$ cat config.mk
export PLATFORM = sky130hd
export DESIGN_NAME = mult_stream_ctrl
export DESIGN_NICKNAME = d
export VERILOG_FILES = /design/src/rtl/mult_stream_ctrl.sv
export SDC_FILE = /design/constraint.sdc
export NUM_CORES = 1
export LEC_CHECK = 0
export BUFFER_PORTS_ARGS = -buffer_cell sky130_fd_sc_hd__buf_4
export CORE_MARGIN = 2
export CORE_UTILIZATION = 40
export CTS_BUF_LIST = sky130_fd_sc_hd__clkbuf_16
export CTS_CLUSTER_SIZE = 25
export DETAILED_ROUTE_END_ITERATION = 10
export GPL_TIMING_DRIVEN = 0
export SETUP_SLACK_MARGIN = 0.5
export SLEW_MARGIN = 40
export SYNTH_ARGS = -nofsm -noshare
export SYNTH_HDL_FRONTEND = slang
export SYNTH_SLANG_ARGS = --single-unit
$ cat constraint.sdc
create_clock -name clk -period 2.9 [get_ports clk]
set_input_delay 0.58 -clock clk [delete_from_list [all_inputs] [get_ports clk]]
set_output_delay 0.58 -clock clk [all_outputs]
set_load 0.02 [all_outputs]
$ cat src/rtl/mult_stream_ctrl.sv
// -----------------------------------------------------------------------------
// mult_stream_ctrl
//
// Stream adapter wrapped around a 10-stage shift-add multiplier. Operand pairs
// arrive on a valid/ready interface and are held in a one-entry operand
// register. A held pair is presented on mult_in1/mult_in2 in a phase-0 cycle,
// which is the multiplier's load cycle. The product is captured from mult_out
// in phase 9 and queued in a small result FIFO that drains on a valid/ready
// output.
//
// The multiplier has no handshake of its own. This block therefore runs a
// phase counter that mirrors the multiplier's stage counter. Both counters are
// reset by mult_rst, and both wrap 9 -> 0.
//
// Ports
//   clk, rst_n           clock (shared with the multiplier), async active-low reset
//   in_valid/in_ready    operand handshake; in_a/in_b carry the pair
//   mult_rst             synchronous active-high reset to the multiplier
//   mult_in1/mult_in2    operands to the multiplier (0 when not launching)
//   mult_out             product from the multiplier
//   out_valid/out_ready  product handshake; out_data is the FIFO head
//   busy                 an operand is held or a product is in flight
//   phase                mirrored multiplier stage, 0..9
// -----------------------------------------------------------------------------
module mult_stream_ctrl #(
  parameter int WIDTH = 8,
  parameter int DEPTH = 2
) (
  input  logic               clk,
  input  logic               rst_n,
  input  logic               in_valid,
  output logic               in_ready,
  input  logic [WIDTH-1:0]   in_a,
  input  logic [WIDTH-1:0]   in_b,
  output logic               mult_rst,
  output logic [WIDTH-1:0]   mult_in1,
  output logic [WIDTH-1:0]   mult_in2,
  input  logic [2*WIDTH-1:0] mult_out,
  output logic               out_valid,
  input  logic               out_ready,
  output logic [2*WIDTH-1:0] out_data,
  output logic               busy,
  output logic [3:0]         phase
);

  localparam int DW = 2 * WIDTH;
  localparam int PW = (DEPTH > 1) ? $clog2(DEPTH) : 1;
  localparam int CW = $clog2(DEPTH + 1);
  localparam int RW = CW + 1;
  localparam logic [3:0] LAST_PHASE = 4'd9;

  // ---------------------------------------------------------------------------
  // State
  // ---------------------------------------------------------------------------
  logic                       mult_rst_q, mult_rst_d;
  logic [3:0]                 phase_q,    phase_d;
  logic                       op_full_q,  op_full_d;
  logic [WIDTH-1:0]           op_a_q,     op_a_d;
  logic [WIDTH-1:0]           op_b_q,     op_b_d;
  logic                       inflight_q, inflight_d;
  logic [DEPTH-1:0][DW-1:0]   mem_q,      mem_d;
  logic [PW-1:0]              wr_ptr_q,   wr_ptr_d;
  logic [PW-1:0]              rd_ptr_q,   rd_ptr_d;
  logic [CW-1:0]              count_q,    count_d;

  // Events at the coming edge
  logic          accept;
  logic          launch;
  logic          capture;
  logic          pop;
  logic [RW-1:0] reserved;

  function automatic logic [PW-1:0] ptr_inc(input logic [PW-1:0] p);
    return (p == PW'(DEPTH - 1)) ? '0 : p + PW'(1);
  endfunction

  // A launch reserves a FIFO slot for its product. A product is only issued
  // when stored plus in-flight results leave room. This guarantees the capture
  // in phase 9 always finds space, so the multiplier never needs to stall.
  always_comb begin
    reserved = {1'b0, count_q} + RW'(inflight_q);
    accept   = in_valid && !op_full_q;
    // mult_rst gating keeps a load from landing in the multiplier's reset cycle.
    launch   = !mult_rst_q && (phase_q == 4'd0) && op_full_q &&
               (reserved < RW'(DEPTH));
    capture  = (phase_q == LAST_PHASE) && inflight_q;
    pop      = (count_q != '0) && out_ready;
  end

  // ---------------------------------------------------------------------------
  // Next-state logic
  // ---------------------------------------------------------------------------
  always_comb begin
    mult_rst_d = 1'b0;

    // Stays in step with the multiplier's stage: both clear under mult_rst.
    if (mult_rst_q || (phase_q == LAST_PHASE)) phase_d = '0;
    else                                       phase_d = phase_q + 4'd1;

    // Operand register. accept needs !op_full and launch needs op_full, so
    // the two never coincide.
    op_full_d = op_full_q;
    op_a_d    = op_a_q;
    op_b_d    = op_b_q;
    if (launch) op_full_d = 1'b0;
    if (accept) begin
      op_full_d = 1'b1;
      op_a_d    = in_a;
      op_b_d    = in_b;
    end

    // Launch happens in phase 0 and capture in phase 9, so they are exclusive.
    inflight_d = inflight_q;
    if (launch)       inflight_d = 1'b1;
    else if (capture) inflight_d = 1'b0;

    // Result FIFO
    mem_d    = mem_q;
    wr_ptr_d = wr_ptr_q;
    rd_ptr_d = rd_ptr_q;
    count_d  = count_q;
    if (capture) begin
      mem_d[wr_ptr_q] = mult_out;
      wr_ptr_d        = ptr_inc(wr_ptr_q);
    end
    if (pop) rd_ptr_d = ptr_inc(rd_ptr_q);
    case ({capture, pop})
      2'b10:   count_d = count_q + CW'(1);
      2'b01:   count_d = count_q - CW'(1);
      default: count_d = count_q;
    endcase
  end

  // ---------------------------------------------------------------------------
  // Registers
  // ---------------------------------------------------------------------------
  always_ff @(posedge clk or negedge rst_n) begin
    if (!rst_n) begin
      mult_rst_q <= 1'b1;
      phase_q    <= '0;
      op_full_q  <= 1'b0;
      op_a_q     <= '0;
      op_b_q     <= '0;
      inflight_q <= 1'b0;
      mem_q      <= '0;
      wr_ptr_q   <= '0;
      rd_ptr_q   <= '0;
      count_q    <= '0;
    end else begin
      mult_rst_q <= mult_rst_d;
      phase_q    <= phase_d;
      op_full_q  <= op_full_d;
      op_a_q     <= op_a_d;
      op_b_q     <= op_b_d;
      inflight_q <= inflight_d;
      mem_q      <= mem_d;
      wr_ptr_q   <= wr_ptr_d;
      rd_ptr_q   <= rd_ptr_d;
      count_q    <= count_d;
    end
  end

  // ---------------------------------------------------------------------------
  // Outputs
  // ---------------------------------------------------------------------------
  // Zero operands when not launching: an idle multiplier window then yields 0,
  // and that result is never captured.
  assign mult_in1  = launch ? op_a_q : '0;
  assign mult_in2  = launch ? op_b_q : '0;
  assign mult_rst  = mult_rst_q;
  assign in_ready  = !op_full_q;
  assign out_valid = (count_q != '0);
  assign out_data  = mem_q[rd_ptr_q];
  assign busy      = op_full_q || inflight_q;
  assign phase     = phase_q;

endmodule

### Word-level counts from Yosys, hierarchy flattened

Cells that the tools add are included.

* add/sub/neg operators: 6
* $lt $le $gt $ge: 4
* equal/unequal tests: 3
* multiplexer cells: 15
* reduce and logical (&&, ||, !) cells: 16

Operators by type and width (count)
* $mux 16: 3
* $bwmux 32: 1
* $demux 16 s1: 1
* $mux 8: 2
* $reduce_bool 2->1: 4
* $logic_and 1x1->1: 7
* $mux 1: 6
* $add 4x1->4 const B: 1
* $eq 4x4->1 const B: 1
* $logic_not 4->1: 1
* $lt 1x2->1 const B: 2
* $mux 4: 1
* $pmux 2 s2: 1
* $add 2x1->3: 1
* $lt 3x2->1 const B: 1
* $add 1x1->1 const B: 2
* $add 2x1->2 const B: 1
* $eq 2x1->1 const B: 1
* $eq 2x2->1 const B: 1
* $logic_not 1->1: 2
* $logic_or 1x1->1: 2
* $sub 2x1->2 const B: 1
* $ge 1x1->1 const B: 1

* flip-flop bits (word level): 59
* output and inout bits: 40
* word-level logic and storage cells: 55

### Longest topological paths before layout

Gate-level depths: netlist (run 1).

* depth in word-level cells: 6
* gate-level depth with buffers: 7
* depth with buffers taken out: 7

### Least setup slack after synthesis (run 1)

No wires, ideal clock.

* path type: register to output
* from: reg phase_q[3] (netlist: phase[3])
* to: out mult_in1[0]
* data arrival time: 1524 ps
* required time: 2320 ps
* path slack: 796 ps
* cell stages (with the launch flop): 6
* buffers on the path: 2
* cells stage by stage: dfrtp_1 nor4b_1 and4b_1 buf_2 buf_2 and2_1

* cells in the longest elaborated chain, start to end: 5

RTL lines
* start: declaration: RTL line 56 `logic [3:0] phase_q, phase_d;`
* start signal: assignment: RTL line 151 `phase_q <= phase_d;`
* $logic_not 4->1: RTL line 84 `launch = !mult_rst_q && (phase_q == 4'd0) && op_full_q &&`
* $logic_and 1x1->1 (3 in series): RTL line 84
* $mux 8: RTL line 168 `assign mult_in1 = launch ? op_a_q : '0;`
* end: declaration: RTL line 36 `output logic [WIDTH-1:0] mult_in1,`

Every way passes these cells.

### Final worst setup path (run 1)

* from: reg mult_rst_q (netlist: mult_rst)
* to: out mult_in1[4]

* cells in the longest elaborated chain, start to end: 5

RTL lines
* start: declaration: RTL line 55 `logic mult_rst_q, mult_rst_d;`
* start signal: assignment: RTL line 150 `mult_rst_q <= mult_rst_d;`
* $logic_not 1->1: RTL line 84
* $logic_and 1x1->1 (3 in series): RTL line 84
* $mux 8: RTL line 168

Every way passes these cells.

==> summary.txt, run 1 <==
outcome - completed
Synth cell types - 35
PwrDens - 814 nW/um2
Max VDD drop - 397 uV
# fillers - 542
Critical Path Max Stage Delay - 0.59 ns
first-pass GRT wire length - 9.00 mm
DRT iter0 DRCs - 44
Period minus WS final - 2.30 ns
DP HPWL - 3.60 mm
Final ANT Viol Nets - 0
most frequent CP cell - buf_4
Post-Syn Instances - 188
number of global-route vias before repair - 1952
syn nets - 228
core area - 6420 um2
GPL Wtd Cong - 0.713
synthesis-stage register bit count - 59
crit-path max FO - 6
num rows - 29
CTS Root Cell - clkbuf_16
Cell Int Power - 2.20 mW
Crit Path Class - reg2out
CTS tree - built
Synth area leaders - dfrtp_1, mux2_2, mux2_4, and2_1, ha_1
die height - 86.1 um
crit share post-route - 79.3%
CTS Buffer Depth - 2
total congestion overflow - 0
number of port buffers - 75
Layout Skew - 0.00438 ns
nets - 319
worst skew pair latency - 0.32 ns
Slew @ Worst Pin - 0.538 ns
RSZ-0062 raised after global routing - false
Sink Count - 59
Post-synth EDFFs - 0
register area share after synthesis - 54.8%
Syn-to-layout area delta - 38.4%
Mapped Area - 2700 um2
Syn. warnings - 0
antenna violations before repair - 0
max_slew headroom - 64.1%
Horiz. Die Dim - 86.1 um
drt drc - 0
CP max stage cell - dfstp_2
Flop pwr share - 36.0%
Reg clk slew, reported paths - 0.05 ns
Total Routed Length - 5.25 mm
Cells after DPL - 340
CP Cell Sequence - nor4b_2, and4b_1, buf_6, buf_4, and2_1, buf_4
Via density - 4.84
DR pass1 iterations - 4
leak pwr - 1.85 nW
IO Pins - 76
post-synth top area share - 53.9%
WL per Instance - 14.5 um
fin. max-slew vios - 0
Critical Path Start Type - register
Min-Delay Path Class - in2async
Final setup violation count - 0
Critical Path AT - 1.72 ns
Clk network pwr share - 36.0%
FFs w/ async S/R, synth - 100%
GR Util All Layers - 15.6%
Antenna Diode Count - 0
Net Sw Frac - 27.5%
area leader, netlist - dfrtp_1
power share of the combinational group - 28.1%
Die Area - 7410 um2
Initial Util - 42.0%
layout cells sized above 1 - 61.3%
H-tree lvl count - 3
Primary FF master, synth - dfrtp_1
max-cap violations - 0
via count - 1749
commonest cells after routing, fill and taps aside - buf_4, dfrtp_1, mux2_2
synthesized area per cell - 14.3 um2
WP data required - 2.32 ns
CTS buffer count - 9
Worst Setup End Kind - output port
final hold vios - 0
pin count of the biggest net entering global routing - 60
max frequency - 0.435 GHz
most common cell after layout, fill and taps aside - buf_4
Setup TNS Final - 0 ns
sw power - 837 uW
fin cells - 361
-- registers in the layout (all words and copies together), names as in the netlist --
signal / cells
count_q: 2
op_full_q: 1
op_b_q: 8
inflight_q: 1
rd_ptr_q: 1
mult_rst: 1
phase: 4
mem_q: 32
op_a_q: 8
wr_ptr_q: 1
-- worst paths after layout --
| path | startpoint | depth (start not counted) | slack, ns | end |
|---|---|---|---|---|
| max | mult_rst | 6 | 0.60 | mult_in1[4] |
| min | rst_n | 1 | 0.22 | mem_q[31] |
| max reg2reg | phase[1] | 6 | 0.89 | mem_q[14] |
| min reg2reg | op_a_q[5] | 1 | 0.49 | op_a_q[5] |
| max in group asynchronous | rst_n | 1 | 2.28 | phase[0] |
| min in group clk | in_valid | 3 | 0.49 | op_full_q |
-- synth_stat cells, drive strengths merged, types with 2 or more instances --
library cell  instances
nand2                 3
or2                   2
dfrtp                58
and2                 17
xor2                  2
inv                   5
ha                    4
buf                   7
nor2                  4
nand4b                2
mux2                 64
xnor2                 3
clkbuf                2
-- cells by family after synthesis --
logic type / Yosys count / share of synthesized area, %
other: 1 / 0.139
DFF: 59 / 54.8
muxes: 64 / 28.1
and+or+nand+nor: 37 / 9.29
buffers and inverters: 14 / 3.16
xor gates and xnor gates: 5 / 1.63
AOI/OAI and AO/OA: 4 / 0.975
adders and majority gates: 4 / 1.86
-- layout make-up --
cell class	instances	area [um2]	share of cell area [%]
well taps	77	96.3	2.58
multi-input cells	115	1140	30.5
clock inverters	7	83.8	2.25
clock buffers	9	225	6.04
flip-flops and latches	59	1480	39.7
plain buffers	9	82.6	2.21
inverters	5	18.8	0.503
repair buffers	80	604	16.2
-- through the flow --
stage	hold slack, ns	setup slack (ns)	cell area, um2	utilization (%)	power, mW
2_1_floorplan	0.284	0.796	2700	-	1.64
3_3_place_gp	0.481	0.633	3350	52.2	1.93
3_5_place_dp	0.487	0.631	3350	52.2	1.95
4_1_cts	0.361	0.501	3680	57.4	3.06
5_1_grt	0.277	0.504	3730	58.1	3.20
6_report	0.224	0.600	3730	58.1	3.04
-- per-layer routing --
layer / GRT usage, % / wire (um)
met1: 20.4 / 2450
met5: 0 / 0
met2: 23.3 / 2290
met3: 5.49 / 413
met4: 7.36 / 101
-- power by group through the flow --
stage                     Sequential (mW)  Combinational [mW]  Clock, mW
final                                1.09               0.852       1.09
after global placement               1.10               0.831          0
after floorplan                      1.08               0.556          0
after detailed placement             1.11               0.840          0
after global routing                 1.12               0.927       1.15
after CTS                            1.10               0.850       1.11
-- critical path: cells and delay by family, from the launching register on --
kind | cells | cell delay, ns
flip-flops | 1 | 0.59
AND/OR/NAND/NOR | 3 | 0.39
buffers and inverters | 3 | 0.41
-- timing repair --
| item | CTS | global route |
|---|---|---|
| gates resized for setup | 6 | 3 |
| buffers inserted | 1 | 4 |
| pin swaps | 0 | 1 |
| hold buffers | 0 | 0 |
| endpoints found under the setup margin | 21 | 11 |
(Power assumes the default switching activity.)
==> run 2, diff against run 1 <==
Settings changed: ABC_AREA set to 1, PLACE_DENSITY set to 0.66.
Clock period 2.9 ns to 2.1 ns, I/O delays scaled along.
==> summary.txt, run 2 <==
Synth cell types - 24
origin of the worst setup path - phase[0]
CP Cell Sequence - inv_2, ha_4, nand2_1, inv_1, nand2_2, nor2_4, inv_4, buf_16, nor2_4, buf_6
layout cells sized above 1 - 46.1%
max_slew headroom - 64.1%
most frequent CP cell - nor2_4
CTS Root Cell - clkbuf_16
fin. max-slew vios - 0
Commonest cells post-synth - nand2_1, dfrtp_1, nor2_1
Worst Setup End Kind - output port
commonest cells after routing, fill and taps aside - nand2_1, buf_4, dfrtp_1
core area - 6830 um2
GPL Wtd Cong - 0.787
largest reg by FF count - mem_q
Post-synth EDFFs - 0
Crit Path Class - reg2out
RSZ-0062 raised after global routing - true
final hold vios - 0
biggest regs - mem_q x32, op_a_q x8, op_b_q x8
Max VDD drop - 677 uV
most common cell after layout, fill and taps aside - nand2_1
PwrDens - 1160 nW/um2
leak pwr - 2.30 nW
Die Area - 7750 um2
Mapped Area - 2820 um2
Reg2Reg Capture Point - count_q[1]
area leader, netlist - dfrtp_1
sw power - 2.03 mW
Syn. warnings - 0
Slew @ Worst Pin - 0.539 ns
num rows - 30
Horiz. Die Dim - 88.0 um
number of global-route vias before repair - 2752
synthesized area per cell - 8.19 um2
Final setup violation count - 0
CTS Buffer Depth - 2
count leader, synth - nand2_1
synthesis-stage register bit count - 59
WL per Instance - 14.4 um
first-pass GRT wire length - 12.9 mm
pin count of the biggest net entering global routing - 60
Worst Reg-to-Reg Cells - 10
DRT iter0 DRCs - 169
worst setup margin - 0.0466 ns
Syn-to-layout area delta - 67.6%
kind of cell adding the most delay to the critical path - buffers and inverters
number of port buffers - 75
Min-Delay Path Class - in2async
Net Sw Frac - 36.9%
crit share post-route - 97.8%
Cell Int Power - 3.47 mW
Setup TNS Final - 0 ns
crit-path max FO - 5
Synth area leaders - dfrtp_1, nand2_1, nand4_1, nor2_1, inv_1
drt drc - 0
Primary FF master, synth - dfrtp_1
Sink Count - 59
max frequency - 0.487 GHz
nets - 500
FFs w/ async S/R, synth - 100%
Via density - 4.88
CTS tree - built
register area share after synthesis - 52.3%
CTS buffer count - 9
Critical path buffers and inverters - 5
Initial Util - 41.3%
DP HPWL - 4.83 mm
WP data required - 1.68 ns
Flop pwr share - 26.5%
Hold WS - 0.0727 ns
via count - 2730
Period minus WS final - 2.05 ns
Crit Reg-Reg Startpoint - phase[1]
Place WS - 0.226 ns
Critical Path Max Stage Delay - 0.41 ns
GR Util All Layers - 21.8%
final core occ - 69.3%
fin cells - 560
DR pass1 iterations - 4
Post-Syn Instances - 345
Reg clk slew, reported paths - 0.05 ns
Total Routed Length - 8.05 mm
max-cap violations - 0
CP max stage cell - dfrtp_2
antenna violations before repair - 0
Critical Path AT - 1.63 ns
outcome - completed
total congestion overflow - 0
Critical Path Start Type - register
Layout Skew - 0.00553 ns
worst skew pair latency - 0.32 ns
flop2flop setup slack - 0.44 ns
Antenna Diode Count - 0
post-synth top area share - 51.4%
Cells after DPL - 516
IO Pins - 76
Final ANT Viol Nets - 0
hold buffer count at CTS - 0
Largest register FFs - 32
syn nets - 385
die height - 88.0 um
H-tree lvl count - 3
power share of the combinational group - 48.9%
Clk network pwr share - 24.6%
-- run 2: cell count changes after synthesis, moves of 10 or more --
cell / previous run / this run
a21oi_1: 1 / 16
and2_1: 17 / 0
inv_1: 5 / 26
mux2_2: 54 / 0
mux2_4: 10 / 0
nand2_1: 3 / 128
nand4_1: 0 / 34
nor2_1: 3 / 39
-- run 2: layout make-up --
type                            count  area (um2)
Buffer                             20         190
Clock inverter                      6        50.0
Inverter                           29         124
Clock buffer                        9         225
Timing Repair Buffer              103        1060
Fill cell                         557        2100
Multi-Input combinational cell    238        1480
Sequential cell                    59        1480
Tap cell                           96         120
-- run 2: how the worst max path moves through the flow --
stage               cells after the start  slack [ns]     endpoint
floorplan                               9        0.37  mult_in1[0]
global placement                       10        0.23  mult_in2[2]
detailed placement                     10        0.23  mult_in1[0]
CTS                                    10        0.02  mult_in2[4]
global route                           10       -0.04  mult_in2[2]
finish                                 10        0.05  mult_in2[4]
-- run 2: kinds of logic after synthesis --
kind of cell | share of synthesized area [%]
adder cells (fa/ha/maj) | 1.77
AO/OA/AOI/OAI | 3.01
XOR/XNOR | 0.931
buffers and inverters | 8.46
other | 0.133
AND/OR/NAND/NOR | 33.4
flip-flops | 52.3
-- run 2: per-layer routing --
layer / GRT usage, % / wire length (um)
met5: 0 / 0
met4: 8.13 / 144
met3: 5.66 / 566
met2: 34.7 / 3920
met1: 28.9 / 3410
-- run 2: worst register-to-register path: stages (launching register included) --
cell     delay (ns)
dfrtp_2        0.40
inv_2          0.08
buf_4          0.11
ha_4           0.12
nand2_4        0.07
nor2_8         0.17
nand2_4        0.08
ha_4           0.16
or2_4          0.23
nand4_1        0.07
nand2_1        0.05
-- run 2: repair_timing --
item	in CTS	in global routing
pin swaps	20	12
endpoints found under the setup margin	34	53
gates resized for setup	108	34
setup buffers	17	6
cloned	3	3
-- run 2: power groups by stage --
stage	sequential, mW	clock, mW	combinational (mW)
floorplan	1.45	0	1.12
global placement	1.46	0	1.74
detailed placement	1.46	0	1.76
CTS	1.45	1.39	2.55
global route	1.49	1.43	2.88
finish	1.46	1.36	2.69
-- run 2: per-stage QoR --
stage | total power, mW | instance area, um2
floorplan | 2.56 | 2930
global placement | 3.19 | 3610
detailed placement | 3.23 | 3610
CTS | 5.39 | 4490
global route | 5.80 | 4730
finish | 5.51 | 4730
==> run 3, diff against run 2 <==
Settings changed: CORE_MARGIN 2 to not set.
==> summary.txt, run 3 (synthesized netlist as in run 2, its figures left out) <==
outcome - completed
max_slew headroom - 63.3%
crit share post-route - 99.6%
total congestion overflow - 0
crit path to - mult_in2[5]
CTS buffer count - 9
Die Area - 7400 um2
total power - 5.75 mW
Final ANT Viol Nets - 0
Syn-to-layout area delta - 68.4%
Worst Reg-to-Reg Cells - 11
DP HPWL - 4.69 mm
number of global-route vias before repair - 2674
Period minus WS final - 2.09 ns
RSZ-0062 raised after global routing - true
leak pwr - 2.30 nW
CP max stage cell - dfrtp_2
Max VDD drop - 681 uV
number of port buffers - 75
worst skew pair latency - 0.33 ns
Initial Util - 41.6%
most common cell after layout, fill and taps aside - nand2_1
Min-Delay Path Class - in2async
Reg clk slew, reported paths - 0.05 ns
design area - 4760 um2
Sink Count - 59
nets - 497
Critical Path Start Type - register
CTS Root Cell - clkbuf_16
Cell Int Power - 3.71 mW
max-cap violations - 0
Slew @ Worst Pin - 0.550 ns
max frequency - 0.478 GHz
GPL Wtd Cong - 0.748
Setup TNS Final - 0 ns
Largest register FFs - 32
Final setup violation count - 0
pin count of the biggest net entering global routing - 60
DR pass1 iterations - 4
largest reg by FF count - mem_q
biggest regs - mem_q x32, op_a_q x8, op_b_q x8
WP data required - 1.68 ns
Crit. path cell count - 10
Place WS - 0.212 ns
Reg2Reg Capture Point - mem_q[30]
num rows - 30
Critical Path Max Stage Delay - 0.41 ns
hold buffer count at CTS - 0
worst setup margin - 0.00805 ns
fin cells - 558
Horiz. Die Dim - 86.0 um
origin of the worst setup path - phase[0]
kind of cell adding the most delay to the critical path - buffers and inverters
H-tree lvl count - 3
placed instance area - 3610 um2
CTS Buffer Depth - 2
final core occ - 70.0%
core area - 6790 um2
flop2flop setup slack - 0.35 ns
Clk network pwr share - 28.6%
Critical Path AT - 1.67 ns
power share of the combinational group - 45.9%
Net Sw Frac - 35.5%
Hold WS - 0.0664 ns
die height - 86.0 um
sw power - 2.04 mW
antenna violations before repair - 0
Worst Setup End Kind - output port
Crit Reg-Reg Startpoint - phase[1]
PwrDens - 1210 nW/um2
CP Cell Sequence - inv_2, ha_4, nand2_2, inv_2, nand2_2, nor2_4, inv_4, buf_12, nor2_1, buf_4
# fillers - 488
layout cells sized above 1 - 50.6%
first-pass GRT wire length - 12.6 mm
Antenna Diode Count - 0
fin. max-slew vios - 0
IO Pins - 76
DRT iter0 DRCs - 120
Critical path buffers and inverters - 5
CTS tree - built
Flop pwr share - 25.5%
Via density - 4.99
GR Util All Layers - 21.8%
Crit Path Class - reg2out
final hold vios - 0
via count - 2782
commonest cells after routing, fill and taps aside - nand2_1, buf_4, dfrtp_1
Total Routed Length - 8.29 mm
Cells after DPL - 516
drt drc - 0
crit-path max FO - 6
Layout Skew - 0.00529 ns
WL per Instance - 14.9 um
## run 3: changes by cell type in the layout (fill, tap and decap cells not counted), moves of 2 or more
cell	delta
buf_12	-2
inv_2	+2
nor2_1	+3
nand2_2	+18
nand2_4	+2
inv_1	-3
bufinv_16	+2
nand2_1	-20
nor2_4	-3
## run 3: layout make-up
type	count	area (um2)	area share (%)
buffer	20	203	4.26
clock buffer	9	225	4.74
clock inverter	7	108	2.26
inverter	29	124	2.60
multi-input combinational	237	1510	31.8
sequential	59	1480	31.1
tap	96	120	2.53
timing repair buffer	101	986	20.7
## run 3: how the worst min path moves through the flow
stage	from	to	slack, ns	depth (start not counted)
after detailed placement	mem_q[10]	mem_q[10]	0.46	2
after floorplan	rst_n	count_q[0]	0.12	0
after CTS	rst_n	mem_q[15]	0.21	1
after global placement	mem_q[11]	mem_q[11]	0.45	2
after global routing	rst_n	mem_q[15]	0.11	1
final	rst_n	mem_q[13]	0.07	1
## run 3: timing repair
item,4_1_cts,5_1_grt
cloned,2,2
setup buffers,17,5
setup endpoints to repair,34,52
pin swaps,14,21
gates resized for setup,80,78
## run 3: power by group through the flow
| stage | sequential [mW] | clock (mW) | combinational, mW |
|---|---|---|---|
| after floorplan | 1.45 | 0 | 1.12 |
| after global placement | 1.46 | 0 | 1.73 |
| after detailed placement | 1.46 | 0 | 1.75 |
| after CTS | 1.45 | 1.66 | 2.44 |
| after global routing | 1.50 | 1.71 | 2.85 |
| final | 1.47 | 1.65 | 2.64 |
## run 3: worst reg2reg max path, stage by stage, from the launching register on
cell	delay [ns]
dfrtp_2	0.41
inv_2	0.08
buf_4	0.10
buf_4	0.10
ha_4	0.13
nand2_4	0.07
nor2_8	0.15
buf_6	0.13
nand3_4	0.14
clkbuf_16	0.21
nand2_2	0.05
nand2_1	0.06
## run 3: per-layer routing
layer | vias up | GRT usage, % | wire length, um
li1 | 1321 | - | -
met1 | 1323 | 26.3 | 3250
met2 | 111 | 36.7 | 4220
met3 | 27 | 7.22 | 592
met4 | 0 | 6.97 | 226
met5 | - | 0 | 0
